### src/rtl/spi_defs.sv
// Shared definitions for the SPI slave transaction sequencer: default field
// widths, the R/W bit encoding and the 4-bit state encoding (IDLE = 0).
package spi_defs;

  localparam int DEF_ADDR_BITS = 7;
  localparam int DEF_DATA_BITS = 8;
  localparam int CMD_BITS      = DEF_ADDR_BITS + 1;

  // Value of the R/W bit that requests a read from the slave.
  localparam logic RW_READ = 1'b1;

  typedef enum logic [3:0] {
    ST_IDLE         = 4'd0,
    ST_GET_ADDR     = 4'd1,
    ST_ADDR_WAIT    = 4'd2,
    ST_GOT_ADDR     = 4'd3,
    ST_READ_LOAD    = 4'd4,
    ST_READ_SHIFT   = 4'd5,
    ST_WRITE_RECV   = 4'd6,
    ST_WRITE_WAIT   = 4'd7,
    ST_WRITE_COMMIT = 4'd8,
    ST_DONE         = 4'd9
  } state_t;

endpackage

### src/rtl/spi_bit_counter.sv
// Edge-pulse counter with synchronous clear, count enable and a
// terminal-count flag that fires on the pulse that reaches the terminal value.
module spi_bit_counter #(
  parameter int W = 4
) (
  input  logic         clk,
  input  logic         reset,
  input  logic         clear,
  input  logic         enable,
  input  logic [W-1:0] terminal,
  output logic         done
);

  localparam logic [W-1:0] ONE = {{(W-1){1'b0}}, 1'b1};

  logic [W-1:0] count;

  // Count qualifying pulses; clear wins so every state entry starts from zero.
  always_ff @(posedge clk or posedge reset) begin
    if (reset) begin
      count <= '0;
    end else if (clear) begin
      count <= '0;
    end else if (enable) begin
      count <= count + ONE;
    end
  end

  // The terminal pulse itself raises done, so the owner leaves before any wrap.
  assign done = enable && (count == terminal - ONE);

endmodule

### src/rtl/spi_transaction_fsm.sv
// Sequencer for one SPI memory-slave transaction: 7-bit address MSB first,
// R/W bit (1 = read), then 8 data bits. Drives the shift register load,
// address latch enable, data memory write enable and MISO buffer enable.
//
// Handshake: there is no valid/ready pair here. sclk_pos_edge/sclk_neg_edge
// are single-cycle strobes that are consumed only in the state that counts
// them; cs_n high in any non-IDLE state aborts to IDLE on the next clock and
// outranks any strobe in the same cycle.
module spi_transaction_fsm
  import spi_defs::*;
#(
  parameter int ADDR_BITS = DEF_ADDR_BITS,
  parameter int DATA_BITS = DEF_DATA_BITS
) (
  input  logic clk,
  input  logic reset,
  input  logic cs_n,
  input  logic sclk_pos_edge,
  input  logic sclk_neg_edge,
  input  logic rw_bit,
  output logic sr_load,
  output logic addr_we,
  output logic dm_we,
  output logic miso_bufe,
  output logic busy
);

  localparam int CMD_LEN = ADDR_BITS + 1;
  localparam int CNT_MAX = (CMD_LEN > DATA_BITS) ? CMD_LEN : DATA_BITS;
  localparam int CNT_W   = $clog2(CNT_MAX + 1);

  state_t           state;
  state_t           next_state;
  logic             cnt_clear;
  logic             cnt_en;
  logic [CNT_W-1:0] cnt_term;
  logic             cnt_done;

  spi_bit_counter #(.W(CNT_W)) u_bit_counter (
    .clk      (clk),
    .reset    (reset),
    .clear    (cnt_clear),
    .enable   (cnt_en),
    .terminal (cnt_term),
    .done     (cnt_done)
  );

  // Select which edge strobe the current state counts and its terminal count.
  always_comb begin
    cnt_en   = 1'b0;
    cnt_term = CNT_W'(DATA_BITS);
    case (state)
      ST_GET_ADDR: begin
        cnt_en   = sclk_pos_edge;
        cnt_term = CNT_W'(CMD_LEN);
      end
      ST_WRITE_RECV: cnt_en = sclk_pos_edge;
      ST_READ_SHIFT: cnt_en = sclk_neg_edge;
      default:       cnt_en = 1'b0;
    endcase
  end

  // Counter restarts on every state change and is held at zero while idle.
  assign cnt_clear = (next_state != state) || (state == ST_IDLE);

  // State register.
  always_ff @(posedge clk or posedge reset) begin
    if (reset) begin
      state <= ST_IDLE;
    end else begin
      state <= next_state;
    end
  end

  // Next-state logic; a cs_n abort overrides whatever the state decided.
  always_comb begin
    next_state = state;
    case (state)
      ST_IDLE:         if (!cs_n) next_state = ST_GET_ADDR;
      ST_GET_ADDR:     if (cnt_done) next_state = ST_ADDR_WAIT;
      ST_ADDR_WAIT:    next_state = ST_GOT_ADDR;
      ST_GOT_ADDR:     next_state = (rw_bit == RW_READ) ? ST_READ_LOAD : ST_WRITE_RECV;
      ST_READ_LOAD:    next_state = ST_READ_SHIFT;
      ST_READ_SHIFT:   if (cnt_done) next_state = ST_DONE;
      ST_WRITE_RECV:   if (cnt_done) next_state = ST_WRITE_WAIT;
      ST_WRITE_WAIT:   next_state = ST_WRITE_COMMIT;
      ST_WRITE_COMMIT: next_state = ST_DONE;
      ST_DONE:         next_state = ST_DONE;
      default:         next_state = ST_IDLE;
    endcase
    if ((state != ST_IDLE) && cs_n) begin
      next_state = ST_IDLE;
    end
  end

  // Registered Moore outputs: decode of the state being entered, so each
  // output lines up with its state and never sees an input combinationally.
  always_ff @(posedge clk or posedge reset) begin
    if (reset) begin
      addr_we   <= 1'b0;
      sr_load   <= 1'b0;
      miso_bufe <= 1'b0;
      dm_we     <= 1'b0;
      busy      <= 1'b0;
    end else begin
      addr_we   <= (next_state == ST_GOT_ADDR);
      sr_load   <= (next_state == ST_READ_LOAD);
      miso_bufe <= (next_state == ST_READ_SHIFT);
      dm_we     <= (next_state == ST_WRITE_COMMIT);
      busy      <= (next_state != ST_IDLE);
    end
  end

endmodule
### config.mk
export PLATFORM = sky130hd
export DESIGN_NAME = spi_transaction_fsm
export DESIGN_NICKNAME = d
export VERILOG_FILES = /design/src/rtl/spi_defs.sv /design/src/rtl/spi_bit_counter.sv /design/src/rtl/spi_transaction_fsm.sv
export SDC_FILE = /design/constraint.sdc
export NUM_CORES = 1
export LEC_CHECK = 0
export BUFFER_PORTS_ARGS = -buffer_cell sky130_fd_sc_hd__buf_4
export CAP_MARGIN = 20
export CORE_MARGIN = 3
export CORE_UTILIZATION = 49
export DETAILED_ROUTE_END_ITERATION = 16
export HOLD_SLACK_MARGIN = 0.15
export PLACE_DENSITY = 0.78
export SYNTH_ARGS = -nofsm -noshare
export SYNTH_HDL_FRONTEND = slang
export SYNTH_SLANG_ARGS = --single-unit
### constraint.sdc
create_clock -name clk -period 1.78 [get_ports clk]
set_clock_uncertainty 0.15 [all_clocks]
set_input_delay 0.356 -clock clk [delete_from_list [all_inputs] [get_ports clk]]
set_output_delay 0.356 -clock clk [all_outputs]
set_load 0.005 [all_outputs]
# ---- Yosys cells after proc, flatten, opt, wreduce, memory -nomap -nowiden
# Cells that the tools add are included.
dict set report word_totals {
  mem_bits_ro 0
  inputBits 6
  word_cells 42
  reg_bits 13
  ram_bits 0
  latch_bits 0
  out_inout_bits 5
  mem_count 0
}
dict set report classes {
  magnitude_cmp 0
  n_eq_ne 15
  n_mux 10
  shifts 0
  div 0
  multipliers 0
  n_bitwise 0
  add_sub_neg 1
  n_reduce_logical 9
}
# op count
set op_table {}
lappend op_table {{$pmux 4 s9} 1}
lappend op_table {{$eq 4x3->1 const B} 7}
lappend op_table {{$mux 4} 7}
lappend op_table {{$eq 4x2->1 const B} 3}
lappend op_table {{$eq 4x4->1 const B} 3}
lappend op_table {{$reduce_bool 4->1} 2}
lappend op_table {{$add 4x1->4 const B} 1}
lappend op_table {{$eq 4x1->1 const B} 1}
lappend op_table {{$logic_not 4->1} 1}
lappend op_table {{$ne 4x4->1} 1}
lappend op_table {{$reduce_or 2->1} 2}
lappend op_table {{$logic_and 1x1->1} 2}
lappend op_table {{$mux 2} 1}
lappend op_table {{$pmux 1 s2} 1}
lappend op_table {{$reduce_bool 2->1} 1}
lappend op_table {{$logic_or 1x1->1} 1}

# ---- Logic depth before layout (Yosys ltp)
# Gate-level depths: netlist (run 1).
dict set report depth {
  word_depth 10
  mapped_depth 6
  mapped_depth_nobuf 6
}

# ---- Modules after synthesis
# Synthesis (run 1) repeated with hierarchy kept, for this count alone.
dict set report unflattened {
  cells_unflattened 80
  area_unflattened_um2 808.3
}
# mod cells_each n_inst area_each_um2 seq_area_each_um2
set modules_own_cells {}
lappend modules_own_cells {spi_transaction_fsm 53 1 534.3 225.2}
lappend modules_own_cells {spi_bit_counter 27 1 274.0 100.1}

# ---- Least setup slack after synthesis (run 1)
# OpenSTA, ideal clock, no wires.
dict set report synth_path {
  path_kind {register to register}
  start {register u_bit_counter.count[0]}
  end {register u_bit_counter.count[0]}
  synth_period_minus_slack_ns 1.869
  t_required_ns 1.536
  setup_slack_ns -0.089
  setup_ns 0.094
  path_buffers 0
  stages_incl_launch_ff 6
  t_arrival_ns 1.625
  cell_sequence {dfrtp_1 -> ha_1 -> nand3b_1 -> o32ai_1 -> mux2_2 -> a211oi_1}
}
dict set report synth_between {
  elab_chain_len 8
  elab_cells_between_ends 13
  cone_classes {add/sub (1); eq/ne (2); mux (7); reduce/logical (3)}
}
# element line
set synth_lines {}
lappend synth_lines {{from (decl)} spi_bit_counter.sv:16} ;# logic [W-1:0] count;
lappend synth_lines {{from (signal assigned)} spi_bit_counter.sv:25} ;# count <= count + ONE;
lappend synth_lines {{$eq 4x3->1} spi_bit_counter.sv:30} ;# assign done = enable && (count == terminal - ONE);
lappend synth_lines {{$logic_and 1x1->1} spi_bit_counter.sv:30}
lappend synth_lines {{$mux 4 (on tied branches)} {spi_transaction_fsm.sv:85, spi_transaction_fsm.sv:80, spi_transaction_fsm.sv:84}}
lappend synth_lines {{$pmux 4 s9} spi_transaction_fsm.sv:78} ;# case (state)
lappend synth_lines {{$mux 4} spi_transaction_fsm.sv:91} ;# if ((state != ST_IDLE) && cs_n) begin
lappend synth_lines {{$ne 4x4->1} spi_transaction_fsm.sv:64} ;# assign cnt_clear = (next_state != state) || (state == ST_IDLE);
lappend synth_lines {{$logic_or 1x1->1} spi_transaction_fsm.sv:64}
lappend synth_lines {{$mux 4 or $reduce_bool 2->1 (tied branches)} n/a}
# Several ways; a longest one is shown, not always the timed one. The select of a mux whose other input is x is not followed.
# A chain may end at the register's enable or synchronous reset.

# ---- Final worst setup path (run 1)
dict set report layout_path {
  start {register u_bit_counter.count[1]}
  end {register u_bit_counter.count[3]}
}
# Same word-level chain as after synthesis.

==> results of run 1 <==
[worst reg2reg max path, cell delays in order, from the launching register on]
cell	delay [ps]
dfrtp_1	390
ha_2	190
and3b_2	230
a2111oi_4	390
nand3_1	120
o21a_2	180
a211oi_2	210
[state kept, by name, indices dropped and copies added, names as in the netlist]
signal / cells
addr_we: 1
busy: 1
dm_we: 1
miso_bufe: 1
sr_load: 1
state: 4
u_bit_counter.count: 4
[timing repair]
| item | in CTS | in global routing |
|---|---|---|
| hold buffers | 1 | 0 |
| hold endpoints to repair | 13 | 0 |
| pin swaps | 4 | 1 |
| endpoints found under the setup margin | 10 | 9 |
| resized for setup | 12 | 5 |
| buffers inserted | 4 | 1 |
[cells in the final DEF (no fill, tap or decap), drive strengths merged, types with 2 or more instances in the layout]
master / instances
a211oi: 4
a21o: 2
a21oi: 2
and2: 2
buf: 39
clkbuf: 4
dfrtp: 13
inv: 5
mux2i: 2
nand2: 5
nand3: 2
nand3b: 2
nor2: 9
nor2b: 4
nor3: 2
o21ai: 6
xor2: 2
[logic make-up (layout without fill, tap and decap cells)]
kind of cell	count (synthesis)	after routing
AOI/OAI and AO/OA	27	27
buffers and inverters	9	49
and+or+nand+nor	33	33
adders and majority gates	1	1
xor gates and xnor gates	3	3
muxes	3	3
DFF	13	13
[synthesized netlist by cell type, types with 2 or more instances]
master / instances
a211oi_1: 3
a21oi_1: 2
and2_1: 2
buf_4: 3
dfrtp_1: 13
inv_1: 5
mux2i_1: 2
nand2_1: 5
nand3_1: 2
nand3b_1: 2
nor2_1: 9
nor2b_1: 3
nor3_1: 2
o21ai_0: 6
xor2_1: 2
[worst max-delay path by stage]
stage	startpoint	end	slack [ps]	cells after the start
floorplan	u_bit_counter.count[0]	u_bit_counter.count[0]	-50	6
global placement	u_bit_counter.count[1]	addr_we	-80	5
detailed placement	u_bit_counter.count[1]	u_bit_counter.count[0]	-190	6
CTS	u_bit_counter.count[1]	u_bit_counter.count[0]	-90	6
global route	u_bit_counter.count[1]	u_bit_counter.count[0]	-230	6
finish	u_bit_counter.count[1]	u_bit_counter.count[3]	-160	6
[routing by layer]
metal / up-vias / track usage (%) / share of wire, %
li1: 417 / - / -
met1: 416 / 28.0 / 43
met2: 31 / 43.6 / 51
met3: 7 / 1.88 / 4.0
met4: 0 / 12.7 / 2.5
met5: - / 0 / 0
[final cells by class]
class | count | area, um^2 | share of cell area [%]
Timing Repair Buffer | 40 | 303 | 24.6
Tap cell | 16 | 20.0 | 1.63
Multi-Input combinational cell | 67 | 532 | 43.3
Sequential cell | 13 | 329 | 26.8
Inverter | 5 | 18.8 | 1.53
Clock buffer | 4 | 26.3 | 2.14
[power by group through the flow]
stage / sequential [mW] / clock, mW / combinational, mW
final: 0.376 / 0.176 / 0.621
after global routing: 0.383 / 0.192 / 0.672
after global placement: 0.376 / 0 / 0.503
after detailed placement: 0.378 / 0 / 0.525
after CTS: 0.373 / 0.184 / 0.588
after floorplan: 0.363 / 0 / 0.337
[metrics by stage]
stage / setup WS (ps) / hold slack [ps] / cells
finish: -159 / 256 / 145
global route: -235 / 264 / 145
CTS: -94.4 / 239 / 144
detailed placement: -193 / 254 / 135
global placement: -80.8 / 245 / 135
floorplan: -48.2 / 83.0 / 89
==> run_results.csv, run 1 <==
group,metric,value,unit
power,total_power,1.17,mW
setup_path,reg2reg_to,"u_bit_counter.count[3]",
floorplan,dieArea,2260,um^2
setup_path,cp-end-kind,"flip-flop",
logic_synthesis,yosys_warnings,0,
floorplan,core_area,1560,um^2
logic_synthesis,synth_adder_area_share,1.48,%
timing,setup_viol,9,
setup_path,critical_path_required,1830,ps
outcome,outcome,"complete, but fails checks",
clock_tree,insertion_delay,270,ps
finish,drive_above_1_share,51.2,%
timing,worst_pin_slew,479,ps
clock_tree,path_clk_slew,70,ps
power,powerDensity,954,nW/um^2
logic_synthesis,synth_compound_area_share,26.2,%
clock_tree,clk_path_buf_depth,2,
setup_path,worstReg2RegStart,"u_bit_counter.count[1]",
finish,final_area,1230,um^2
logic_synthesis,synth_edf_count,0,
floorplan,rows,14,
setup_path,critPathMaxStageDelay,390,ps
setup_path,timing.reg2reg.setup_slack,-160,ps
setup_path,worstSetupStartpointType,"flip-flop",
global_route,grt_max_degree,14,
timing,min_period,1940,ps
setup_path,path_cells,"ha_2 -> and3b_2 -> a2111oi_4 -> nand3_1 -> o21a_2 -> a211oi_2",
finish,fillers,94,
routing,wire_per_inst,15.7,um
power,p_sw,0.440,mW
routing,wl,2280,um
logic_synthesis,ys_seq_area_share,38.5,%
job,cap_violations,0,
placement,dp.final_hpwl,1570,um
power,comb_power_share,52.9,%
timing,worst_slack,-159,ps
setup_path,rr_worst_depth,6,
outcome,failed_checks,"negative setup slack",
power,internal-power,0.733,mW
global_route,grt_util_all_layers,24.1,%
routing,drt-initial-drc-count,8,
global_route,gr-total-overflow,0,
logic_synthesis,synthArstFlopShare,100,%
timing,hold_viol,0,
logic_synthesis,synth-xor-area-share,3.11,%
power,p_clk_share,15.0,%
clock_tree,cts_buffers,3,
global_route,antenna_found_initial,0,
logic_synthesis,syn_nets,96,
placement,routabilityCongestion,0.833,
clock_tree,htree_levels,1,
floorplan,fp.dieW,47.5,um
logic_synthesis,yosysUniqueCellTypes,43,
timing,final-max-slew-violation-count,0,
floorplan,start_util,54.2,%
floorplan,chipHeight,47.5,um
clock_tree,cts_sinks,13,
setup_path,crit_path_max_fanout,4,
setup_path,path_buf_inv,0,
power,vdd_drop_max,0.000773,V
setup_path,critPathArrivalTime,1990,ps
finish,final_nets,137,
clock_tree,root_buffer,"clkbuf_4",
routing,viasPerCell,6.01,
logic_synthesis,synthMuxAreaShare,3.70,%
hold_path,hp-class,"in -> reg",
logic_synthesis,synth_area_leaders,"dfrtp_1 (39%), nor2_1 (4.0%), o21ai_0 (3.6%), a2111oi_4 (3.3%), a211oi_1 (2.7%)",
timing,relSlewSlack,68.1,%
placement,port_buffers,10,
floorplan,ios,11,
routing,drt_pass1_iterations,4,
hold_path,holdPathEnd,"busy",
logic_synthesis,synth_flop_cell,"dfrtp_1",
logic_synthesis,synth_top_area_cell,"dfrtp_1",
clock_tree,cts_tree,"built",
logic_synthesis,synth_top_family_by_area,"compound AO/OA/AOI/OAI gates",
timing,post-route-period-util,109,%
logic_synthesis,synth_area_per_cell,9.49,um^2
timing,setup_tns,-1070,ps
global_route,grt_pass1_vias,841,
routing,drc,0,
power,p_seq_share,32.0,%
finish,final_core_util,78.8,%
power,switching_share,37.5,%
logic_synthesis,synthCells,89,
global_route,grt_pass1_wl,3750,um
logic_synthesis,synth.top_cell.area_share,38.5,%
setup_path,worstSetupPathType,"reg -> reg",
hold_path,hold_path_depth,3,
placement,postPlaceCellArea,1100,um^2
routing,vias,871,
logic_synthesis,ys_ff_latch,13,
setup_path,crit_family,"compound AO/OA/AOI/OAI gates",
finish,antenna_cells,0,
power,leakagePower,0.576,nW
timing,grt_setup_unrepaired,"yes",
finish,syn_to_final_growth,45.5,%
timing,clock.fmax,516,MHz
routing,drtAntennaViolNets,0,
hold_path,min_from,"cs_n",
logic_synthesis,synthSimpleGateAreaFrac,21.5,%
setup_path,cp_slowest_cell,"dfrtp_1",
logic_synthesis,syn-cell-area,845,um^2
No activity file was read; power rests on OpenSTA's default activity.
==> run 2: changes to the inputs <==
Settings changed: CORE_ASPECT_RATIO set to 0.75, CORE_UTILIZATION 49 to 40, PLACE_DENSITY 0.78 to 0.72.
==> run 2 against run 1 <==
  * The run still ends with negative setup slack left
  * Global-route usage decreased by 4.4 points
  * Sequential power up 1%
  * Cell area is 7.2% higher
  * Clock power increased by 11%
  * Critical path type unchanged
  * Critical endpoint unchanged
==> run_results.csv, run 2 (synthesized netlist as in run 1, its figures left out) <==
group,metric,value,unit
clock_tree,htree_levels,1,
floorplan,start_util,45.5,%
setup_path,worstReg2RegStart,"u_bit_counter.count[0]",
timing,final-max-slew-violation-count,0,
routing,drt_pass1_iterations,4,
power,vdd_drop_max,0.000692,V
timing,holdWs,258,ps
floorplan,fp.dieW,59.1,um
placement,dp.final_hpwl,1620,um
finish,final_core_util,71.1,%
finish,multiInputGateArea,584,um^2
power,total_power,1.27,mW
timing,relSlewSlack,65.2,%
setup_path,critPathArrivalTime,2000,ps
clock_tree,path_clk_slew,90,ps
setup_path,worstSetupStartpointType,"flip-flop",
floorplan,rows,13,
timing,min_period,1950,ps
routing,drtAntennaViolNets,0,
timing,setup_viol,10,
floorplan,core_area,1850,um^2
routing,wl,2490,um
hold_path,hp-class,"in -> reg",
setup_path,timing.reg2reg.setup_slack,-170,ps
floorplan,chipHeight,45.8,um
placement,routabilityCongestion,0.887,
global_route,grt_pass1_vias,827,
global_route,grt_pass1_wl,3800,um
global_route,grt_util_all_layers,19.8,%
setup_path,rr_worst_depth,6,
setup_path,cp-end-kind,"flip-flop",
outcome,outcome,"complete, but fails checks",
setup_path,worstSetupPathType,"reg -> reg",
outcome,failed_checks,"negative setup slack",
routing,drt-initial-drc-count,39,
setup_path,reg2reg_to,"u_bit_counter.count[3]",
setup_path,critical_path_required,1830,ps
finish,drive_above_1_share,53.0,%
timing,grt_setup_unrepaired,"yes",
hold_path,holdPathEnd,"busy",
finish,layout_commonest_cell,"buf_4",
clock_tree,clk_path_buf_depth,2,
finish,antenna_cells,0,
routing,drc,0,
finish,final_nets,140,
global_route,gr-total-overflow,0,
setup_path,crit_path_max_fanout,4,
power,leakagePower,0.610,nW
finish,reg_top3,"state: 4 flops, u_bit_counter.count: 4 flops",
timing,worst_slack,-172,ps
floorplan,ios,11,
hold_path,hold_path_depth,3,
routing,wire_per_inst,16.1,um
floorplan,dieArea,2700,um^2
timing,clock.fmax,512,MHz
hold_path,min_from,"cs_n",
placement,port_buffers,10,
clock_tree,cts_tree,"built",
global_route,grt_max_degree,14,
timing,worst_pin_slew,522,ps
finish,fillers,141,
job,cap_violations,0,
timing,post-route-period-util,110,%
clock_tree,cts_sinks,13,
clock_tree,insertion_delay,280,ps
global_route,antenna_found_initial,0,
clock_tree,cts_buffers,3,
finish,final-seq-area,328,um^2
power,powerDensity,965,nW/um^2
placement,pre_cts_slack,-156,ps
routing,vias,870,
timing,hold_viol,0,
finish,syn_to_final_growth,56.0,%
clock_tree,root_buffer,"clkbuf_4",
timing,setup_tns,-1020,ps
routing,viasPerCell,5.65,
finish,final_cell_mix,"buf_4 (40), dfrtp_1 (11), nor2_1 (8), inv_1 (5), nand2_1 (5)",
-- run 2: routing by layer --
metal,up-vias,track usage [%],wire [um]
li1,416,-,-
met1,428,28.1,1150
met2,24,28.6,1180
met3,2,5.38,140
met4,0,7.24,17
met5,-,0,0
-- run 2: worst max-delay path by stage --
stage / start / endpoint / slack (ps) / cells past startpoint
2_1_floorplan: u_bit_counter.count[0] / u_bit_counter.count[0] / -50 / 6
3_3_place_gp: state[0] / u_bit_counter.count[1] / -120 / 5
3_5_place_dp: state[0] / u_bit_counter.count[2] / -160 / 5
4_1_cts: u_bit_counter.count[0] / u_bit_counter.count[3] / -120 / 6
5_1_grt: u_bit_counter.count[0] / u_bit_counter.count[0] / -260 / 6
6_report: u_bit_counter.count[0] / u_bit_counter.count[3] / -170 / 6
-- run 2: repair_timing --
| item | 4_1_cts | 5_1_grt |
|---|---|---|
| resized for setup | 14 | 10 |
| pin swaps | 11 | 5 |
| hold endpoints to repair | 14 | 0 |
| setup buffers | 3 | 4 |
| gates cloned | 0 | 0 |
| hold buffers | 2 | 0 |
| endpoints found under the setup margin | 10 | 11 |
-- run 2: cell type report --
cell class	instances	area share [%]
Multi-Input combinational cell	67	44.3
Timing Repair Buffer	43	25.2
Sequential cell	13	24.9
Tap cell	22	2.09
Clock buffer	3	1.71
Inverter	5	1.42
Clock inverter	1	0.380
-- run 2: critical path: stages (launching register included) --
cell and delay (ps):
dfrtp_1 400, ha_2 200, and3b_2 220, a2111oi_4 360, nand3_1 150, o21a_2 180, a211oi_2 220
-- run 2: metrics by stage --
step	std cells	cell area, um^2
floorplan	89	856
global placement	142	1120
detailed placement	142	1120
CTS	151	1250
global route	154	1320
finish	154	1320
-- run 2: power breakdown --
group / internal, mW / switching, mW / total [mW]
clock network: 0.0834 / 0.111 / 0.195
registers: 0.331 / 0.0487 / 0.380
logic: 0.363 / 0.333 / 0.696
total: 0.778 / 0.493 / 1.27
==> run 3: changes to the inputs <==
Settings changed: PLACE_DENSITY 0.72 to not set, PLACE_DENSITY_LB_ADDON set to 0.12.
==> run 3 against run 2 <==
  * The flow still finishes with violations (negative setup slack)
  * Sequential power about the same
  * Clock power decreased by 6%
  * Total power grew 4.0%
  * Die area did not move
  * Via count increased by 4.8%
  * Critical path type unchanged
  * Critical endpoint is now u_bit_counter.count[2]
==> run_results.csv, run 3 (synthesized netlist as in run 1, its figures left out) <==
group,metric,value,unit
finish,layout_commonest_cell,"buf_4",
timing,worst_slack,-206,ps
finish,fillers,136,
routing,vias,912,
setup_path,critPathArrivalTime,2030,ps
finish,final_nets,144,
placement,routabilityCongestion,0.825,
timing,setup_tns,-1170,ps
clock_tree,cts_tree,"built",
clock_tree,cts_sinks,13,
routing,wl,2640,um
clock_tree,clk_path_buf_depth,2,
finish,antenna_cells,0,
setup_path,cp_slowest_cell,"dfrtp_1",
placement,port_buffers,10,
setup_path,cp-end-kind,"flip-flop",
outcome,failed_checks,"negative setup slack",
power,leakagePower,0.627,nW
finish,drive_above_1_share,58.1,%
global_route,gr-total-overflow,0,
setup_path,worstReg2RegStart,"u_bit_counter.count[0]",
routing,drtAntennaViolNets,0,
clock_tree,path_clk_slew,80,ps
power,vdd_drop_max,0.000733,V
routing,wire_per_inst,16.7,um
routing,viasPerCell,5.77,
timing,final-max-slew-violation-count,0,
timing,post-route-period-util,112,%
power,total_power,1.32,mW
timing,relSlewSlack,66.1,%
outcome,outcome,"complete, but fails checks",
setup_path,worstSetupPathType,"reg -> reg",
placement,dp.final_hpwl,1720,um
timing,min_period,1990,ps
timing,worst_pin_slew,507,ps
clock_tree,cts_buffers,3,
setup_path,critPathMaxStageDelay,400,ps
routing,route.met2.wl,1310,um
floorplan,rows,13,
clock_tree,insertion_delay,270,ps
setup_path,critical_path_required,1820,ps
global_route,grt_max_degree,14,
global_route,grt_util_all_layers,19.8,%
timing,grt_setup_unrepaired,"yes",
finish,finalNonFillerCells,158,
floorplan,dieArea,2700,um^2
finish,multiInputGateArea,616,um^2
timing,setup_viol,11,
setup_path,path_cells,"ha_2 -> and3b_2 -> a2111oi_4 -> nand3_1 -> o21a_2 -> a211oi_2",
power,powerDensity,955,nW/um^2
clock_tree,htree_levels,1,
routing,drt-met1-wl,1200,um
routing,drt-initial-drc-count,29,
hold_path,min_from,"cs_n",
routing,drt_pass1_iterations,4,
floorplan,fp.dieW,59.1,um
floorplan,core_area,1850,um^2
hold_path,hp-class,"in -> reg",
global_route,grt_pass1_vias,867,
routing,dr_wl_met3,74,um
setup_path,cp-startpoint,"u_bit_counter.count[0]",
routing,routed.top_layer,"met4",
finish,reg_top3,"state: 4 flops, u_bit_counter.count: 4 flops",
finish,syn_to_final_growth,63.9,%
finish,final-seq-area,329,um^2
floorplan,chipHeight,45.8,um
timing,clock.fmax,504,MHz
finish,final_cell_mix,"buf_4 (43), dfrtp_1 (10), nor2_1 (8), nand2_1 (5)",
placement,place_inst,145,
floorplan,ios,11,
global_route,antenna_found_initial,0,
setup_path,worstSetupStartpointType,"flip-flop",
routing,drc,0,
floorplan,start_util,45.5,%
clock_tree,root_buffer,"clkbuf_4",
global_route,grt_pass1_wl,3890,um
setup_path,crit_path_max_fanout,4,
job,cap_violations,0,
timing,hold_viol,0,
-- run 3: cell types whose count changed in the layout (fill, tap and decap cells not counted), sizes merged --
cell         change
clkbuf           +1
buf              +5
clkinv           -1
dlygate4sd3      -1
-- run 3: what timing repair did --
action,CTS,global route
gates resized for setup,7,26
buffers inserted,2,8
hold buffers,1,0
hold endpoints to repair,13,0
endpoints found under the setup margin,10,13
pin swaps,8,17
-- run 3: power by group --
group | internal (mW) | total, mW | leakage, nW | switching [mW]
Clock | 0.0868 | 0.183 | 0.0150 | 0.0966
Combinational | 0.394 | 0.759 | 0.441 | 0.365
Sequential | 0.332 | 0.379 | 0.171 | 0.0476
-- run 3: worst paths after layout --
kind | to | slack (ps) | cells after the start
max | u_bit_counter.count[2] | -210 | 6
min | state[3] | 250 | 3
max reg2reg | u_bit_counter.count[2] | -210 | 6
min reg2reg | addr_we | 520 | 2
max in group asynchronous | state[0] | 600 | 3
min in group asynchronous | busy | 510 | 3
-- run 3: cell type report --
class                   count  area share (%)
repair buffers             47            26.5
inverters                   5            1.36
clock buffers               4            1.90
well taps                  22            1.99
multi-input cells          67            44.5
flip-flops and latches     13            23.8
-- run 3: metal layers --
metal,track usage (%),vias to the layer above
li1,-,425
met1,25.0,457
met2,32.6,24
met3,3.68,6
met4,10.4,0
met5,0,-
-- run 3: metrics by stage --
| stage | setup WS (ps) | util, % | area (um^2) | hold WS (ps) |
|---|---|---|---|---|
| floorplan | -48.2 | - | 856 | 83.0 |
| global placement | -244 | 61.5 | 1140 | 249 |
| detailed placement | -252 | 61.5 | 1140 | 264 |
| CTS | -166 | 65.6 | 1220 | 238 |
| global route | -278 | 74.6 | 1380 | 246 |
| finish | -206 | 74.6 | 1380 | 252 |
-- run 3: critical path: cells and delay by family, from the launching register on --
family	cells	cell delay [ps]
adders and majority gates	1	200
DFF	1	400
and+or+nand+nor	2	380
AOI/OAI and AO/OA	3	780
